`config.mk`:
```
export PLATFORM = sky130hd
export DESIGN_NAME = tt_um_up_down_counter
export DESIGN_NICKNAME = d
export VERILOG_FILES = /design/src/rtl/tt_um_up_down_counter.sv
export SDC_FILE = /design/constraint.sdc
export NUM_CORES = 1
export LEC_CHECK = 0
export ABC_CLOCK_PERIOD_IN_PS = 3720
export BUFFER_PORTS_ARGS = -buffer_cell sky130_fd_sc_hd__buf_2
export CELL_PAD_IN_SITES_DETAIL_PLACEMENT = 0
export CELL_PAD_IN_SITES_GLOBAL_PLACEMENT = 1
export CORE_AREA = 4 4 41 43
export CTS_BUF_LIST = sky130_fd_sc_hd__clkbuf_4 sky130_fd_sc_hd__clkbuf_8 sky130_fd_sc_hd__clkbuf_16
export DETAILED_ROUTE_END_ITERATION = 7
export DIE_AREA = 0 0 45 47
export GPL_TIMING_DRIVEN = 0
export PLACE_DENSITY_LB_ADDON = 0.1
export SLEW_MARGIN = 20
export SYNTH_ARGS = -nofsm -noshare
export SYNTH_HDL_FRONTEND = slang
export SYNTH_SLANG_ARGS = --single-unit
export TNS_END_PERCENT = 5
```
`constraint.sdc`:
```
create_clock -name clk -period 3.72 [get_ports clk]
set_input_delay 0.186 -clock clk [delete_from_list [all_inputs] [get_ports clk]]
set_output_delay 0.186 -clock clk [all_outputs]
set_load 0.005 [all_outputs]
```
`src/rtl/tt_um_up_down_counter.sv`:
```
// WIDTH-bit up/down counter with synchronous load, combinational terminal-count flag and async-assert/sync-release reset.
// Define UP_DOWN_COUNTER_SATURATE_EN to saturate at the ends instead of wrapping.
module tt_um_up_down_counter #(
    parameter int WIDTH = 4
) (
    input  logic             clk,
    input  logic             reset,
    input  logic             enable,
    input  logic             set,
    input  logic [WIDTH-1:0] set_value,
    input  logic             up_down,
    output logic [WIDTH-1:0] count,
    output logic             tc
);

    localparam logic [WIDTH-1:0] maxCount = '1;
    localparam logic [WIDTH-1:0] stepOne  = WIDTH'(1);

    logic [1:0]       rstSync_q;
    logic             active;
    logic [WIDTH-1:0] count_q;
    logic [WIDTH-1:0] count_d;
    logic             atTerminal;

    // Two-flop release synchronizer; active rises on the second edge after reset goes high.
    always_ff @(posedge clk or negedge reset) begin
        if (!reset) begin
            rstSync_q <= 2'b00;
        end else begin
            rstSync_q <= {rstSync_q[0], 1'b1};
        end
    end

    assign active     = rstSync_q[1];
    assign atTerminal = up_down ? (count_q == maxCount) : (count_q == '0);

    always_comb begin
        count_d = count_q;
        if (!active) begin
            count_d = '0;
        end else if (set) begin
            count_d = set_value;
        end else if (enable) begin
`ifdef UP_DOWN_COUNTER_SATURATE_EN
            if (!atTerminal) begin
                count_d = up_down ? (count_q + stepOne) : (count_q - stepOne);
            end
`else
            count_d = up_down ? (count_q + stepOne) : (count_q - stepOne);
`endif
        end
    end

    always_ff @(posedge clk or negedge reset) begin
        if (!reset) begin
            count_q <= '0;
        end else begin
            count_q <= count_d;
        end
    end

    assign count = count_q;
    assign tc    = active & enable & ~set & atTerminal;

endmodule

```
# --- Yosys cells after proc, flatten, opt, wreduce, memory -nomap -nowiden ---
# Cells that the tools add are included.
totals:
  register_bits: 6
  out_inout_bits: 5
  elab_cells: 16
op_classes:
  n_addsub: 2
  eq_ne: 2
  mux: 5
  bitwise: 4
  n_reduce_logical: 1
ops:
  columns: ["op", "n"]
  rows:
  - ["$mux W4", 4]
  - ["$add A4 B1 Y4 const B", 1]
  - ["$eq A4 B4 Y1 const B", 1]
  - ["$logic_not A4 Y1", 1]
  - ["$sub A4 B1 Y4 const B", 1]
  - ["$and A1 B1 Y1", 3]
  - ["$ne A3 B3 Y1 const B", 1]
  - ["$mux W1", 1]
  - ["$not A1 Y1", 1]

# --- Longest topological paths before layout ---
logic_depth:
  depth_word: 5
  ltp_mapped: 6
  mapped_depth_nobuf: 6

# --- Least setup slack after synthesis ---
# OpenSTA, ideal clock, no wires.
synth_path:
  path_kind: "register -> register"
  startpoint: "register count_q[2] (netlist: count[2])"
  endpoint: "register count_q[3] (netlist: count[3])"
  setup_ns: 0.130
  t_arrival_ns: 1.314
  slack_ns: 2.277
  path_stages_with_launch: 6
  synth_period_minus_slack_ns: 1.443
  cell_sequence: "dfrtp_1 ha_1 a21oi_1 and4_1 o211ai_1 nor3b_1"
synth_via:
  elab_chain_cells: 5
  word_cells_on_any_way: 6
  classes_between: "add/sub: 2; mux: 4"
synth_lines:
  columns: ["item", "line_no", "text"]
  rows:
  - ["start, declared", "21", "logic [WIDTH-1:0] count_q;"]
  - ["start signal, assigned", "58", "count_q <= count_d;"]
  - ["$sub A4 B1 Y4 / $add A4 B1 Y4 (equally long branches)", "49", "count_d = up_down ? (count_q + stepOne) : (count_q - stepOne);"]
  - ["$mux W4 (*)", "49", null]
  - ["$mux W4 (*)", "43", "end else if (enable) begin"]
  - ["$mux W4 (*)", "41", "end else if (set) begin"]
  - ["$mux W4 (*)", "39", "if (!active) begin"]
# Every way passes the cells marked *; elsewhere a longest branch is shown, timed or not. The select of a mux whose other input is x is not followed.
# A chain may end at the register's enable or synchronous reset.

# --- Worst setup path after layout ---
layout_path:
  startpoint: "register count_q[0] (netlist: count[0])"
  endpoint: "output tc"
layout_via:
  elab_chain_cells: 3
  word_cells_on_any_way: 4
  classes_between: "eq/ne: 1; mux: 1; bitwise: 1; reduce/logical: 1"
layout_lines:
  columns: ["item", "line_no", "text"]
  rows:
  - ["$eq A4 B4 Y1 / $logic_not A4 Y1 (equally long branches)", "35", "assign atTerminal = up_down ? (count_q == maxCount) : (count_q == '0);"]
  - ["$mux W1 (*)", "35", null]
  - ["$and A1 B1 Y1 (*)", "63", "assign tc = active & enable & ~set & atTerminal;"]
  - ["end, declared", "13", "output logic tc"]
# Every way passes the cells marked *; elsewhere a longest branch is shown, timed or not.

==> run_results.csv <==
group,metric,value,unit
finish,finalNetCount,69,
critical_path,worst_r2r_endpoint,"count[3]",
synth,yosys.area_share.adder,11.8,%
finish,multi_input_area,219,µm²
synth,syn-instance-count,39,
timing,final.period_utilization,48.2,%
critical_path,critical_path.max_stage_delay,0.52,ns
clock_network,clk_root_buffer_cell,"clkbuf_4",
critical_path,timing.critical_path.to_type,"output port",
synth,synthDominantAreaCellType,"dfrtp_1",
hold_path,min-delay-path-class,"primary input to register",
drt,detailroute.via_count,335,
hold_path,timing.hold.worst.start,"set_value[1]",
timing,setup_tns,0,ns
floorplan,initial_utilization,29.3,%
critical_path,setup.reg_to_reg.worst_slack,2.19,ns
critical_path,worstReg2RegStart,"count[2]",
timing,timing.final.max_slew_violations,0,
grt,antenna_found_initial,0,
drt,drt_first_iter_violations,0,
critical_path,worst-r2r-cell-count,5,
finish,n_fill_cell,142,
place,number_of_input_and_output_port_buffers_inserted,12,
timing,fmaxAchievable,557,MHz
clock_network,h-tree-depth,1,
timing,setup_violations,0,
floorplan,io_pins,14,
floorplan,core_area,1300,µm²
finish,antennaDiodeCount,0,
grt,overflow,0,
clock_network,cts_tree,"done",
critical_path,launching_element_type_of_the_critical_path,"register",
floorplan,dieHeight,47,µm
place,hpwlAfterDp,667,µm
drt,drc,0,
clock_network,ctsLongestPathBuffers,2,
floorplan,fp-row-count,13,
drt,detail_route.wl_per_cell,11.0,µm
synth,combinational_family_with_the_most_area_after_synthesis,"simple AND/OR/NAND/NOR gates",
floorplan,dieArea,2120,µm²
hold_path,hold_end,"count[1]",
timing,final_skew,0.00239,ns
synth,seq_area_frac_synth,39.3,%
grt,grt_pass1_vias,333,
clock_network,clock_insertion_delay_worst_skew,0.23,ns
outcome,run_status,"finished, final reports clean",
place,post-place-ws,2.15,ns
critical_path,cpMaxStageDelayCell,"or4_1",
hold_path,worstHoldPathCells,2,
critical_path,worstPathCellList,"or4_1, nor2_1, a31oi_1, nor3_2, buf_2",
place,placed_cells_incl_taps,66,
synth,yosysUniqueCellTypes,24,
synth,netlist_area_before_placement,382,µm²
drt,routed_antenna_nets,0,
synth,netlist_top_cells_area,"dfrtp_1 (39%), ha_1 (6.6%), fa_1 (5.2%)",
critical_path,type_of_the_setup_path_with_the_least_slack,"register to output port",
place,routabilityCongestion,0.720,
timing,report.final.hold_viol_count,0,
synth,synth_compound_gate_area_share,16.1,%
synth,yosysTopAreaCellShare,39.3,%
clock_network,cts.reportedPaths.clkPinSlew,0.04,ns
finish,layout.cells.most_common_list,"buf_2 (13), dfrtp_1 (6), nand2_1 (4)",
clock_network,post-cts-setup-buffer-count,0,
finish,layout_commonest_cell,"buf_2",
pwr,leakagePower,0.000255,µW
clock_network,cts_inserted_buffers,3,
synth,postSynthRegisterBits,6,
critical_path,cp.required,3.53,ns
synth,synthXorXnorAreaFrac,4.59,%
timing,post-route-min-period,1.79,ns
pwr,cellPowerDensity,343,nW/µm²
drt,routed_wirelength,768,µm
pwr,vdd_drop_max,0.141,mV
run,max-cap-violations,0,
synth,synthesis.nets,51,
grt,grt_use_total,8.59,%
grt,global_route_wire_length_before_repair,1370,µm
drt,vias_cell,4.79,
synth,syn_area_per_cell,9.79,µm²
finish,stdcell_count,70,
timing,rsz0062_at_grt,"false",
finish,register_area,150,µm²
grt,largest_net_degree_at_the_start_of_global_routing,8,
synth,synth_simple_gate_area_share,21.3,%
critical_path,critical_path_arrival,1.61,ns
synth,yosysWarnings,0,
floorplan,fp.dieW,45,µm
timing,setup_slack,1.93,ns
finish,area_growth,29.2,%
clock_network,tritoncts_num_sinks,6,
critical_path,crit_path_max_fanout,6,
drt,detail_route.first_pass.iterations,1,
synth,post_synthesis_mux_area_share,2.62,%
finish,ratio_of_cells_with_drive_above_1_in_the_final_layout,32.7,%
how the worst max path moves through the flow:
stage	start	slack (ns)	cells past startpoint	to
final	count[0]	1.93	5	tc
after global routing	count[0]	1.84	5	tc
after CTS	count[0]	1.90	5	tc
after detailed placement	count[0]	2.15	5	tc
after global placement	count[0]	2.17	5	tc
after floorplan	count[2]	2.28	5	count[3]
cell usage after synthesis (all sizes together):
library cell  n
o21ai         1
ha            2
fa            1
nor4          1
mux2i         1
nor3          1
inv           2
nor3b         1
a21oi         3
conb          1
or4           1
o211a         2
nand3         1
a31oi         1
and3          1
o211ai        1
buf           1
and4          1
a211oi        1
xnor2         2
nor2b         1
nor2          2
dfrtp         6
nand2         4
state kept, by name (all words and copies together) (netlist names):
signal,flops
count,4
rstSync_q,2
power breakdown:
part	switching, µW	internal (µW)
Combinational	18.6	19.4
Clock	18.3	36.1
Sequential	6.48	70.3
Total	43.3	126
final cells by class:
type | instances | share of cell area (%)
clock buffers | 3 | 4.57
multi-input cells | 30 | 44.4
flip-flops and latches | 6 | 30.5
well taps | 15 | 3.81
plain buffers | 1 | 1.02
repair buffers | 13 | 14.2
inverters | 2 | 1.52
through the flow:
step | instance area, µm² | total power, µW | hold slack [ns] | util, %
floorplan | 382 | 99.8 | -0.110 | -
global placement | 460 | 114 | 0.0118 | 35.4
detailed placement | 460 | 115 | 0.0148 | 35.4
CTS | 493 | 173 | 0.179 | 37.9
global route | 493 | 182 | 0.189 | 37.9
finish | 493 | 169 | 0.185 | 37.9
per-layer routing:
metal  track usage (%)  up-vias  share of wire [%]
met5                 0        -                  0
met4              3.51        0                  0
met3              1.92        0                8.1
met2              13.6        9                 47
met1              11.4      151                 45
li1                  -      175                  -
kinds of logic (layout without fill, tap and decap cells):
group / after synthesis / count (layout)
compound gates: 9 / 9
xor+xnor: 2 / 2
fa+ha+maj: 3 / 3
buf+inv: 3 / 19
flops: 6 / 6
mux: 1 / 1
other cells: 1 / 1
simple gates: 14 / 14
critical path: cells and delay by family, from the launching register on:
family          cells  cell delay (ns)
buf+inv             1             0.12
simple gates        3             0.76
flops               1             0.44
compound gates      1             0.06
what timing repair did:
item                                   in CTS  in global routing
resized for setup                           0                  0
endpoints found under the hold margin       6                  0
hold buffers                                1                  0
No activity file was read; power rests on OpenSTA's default activity.
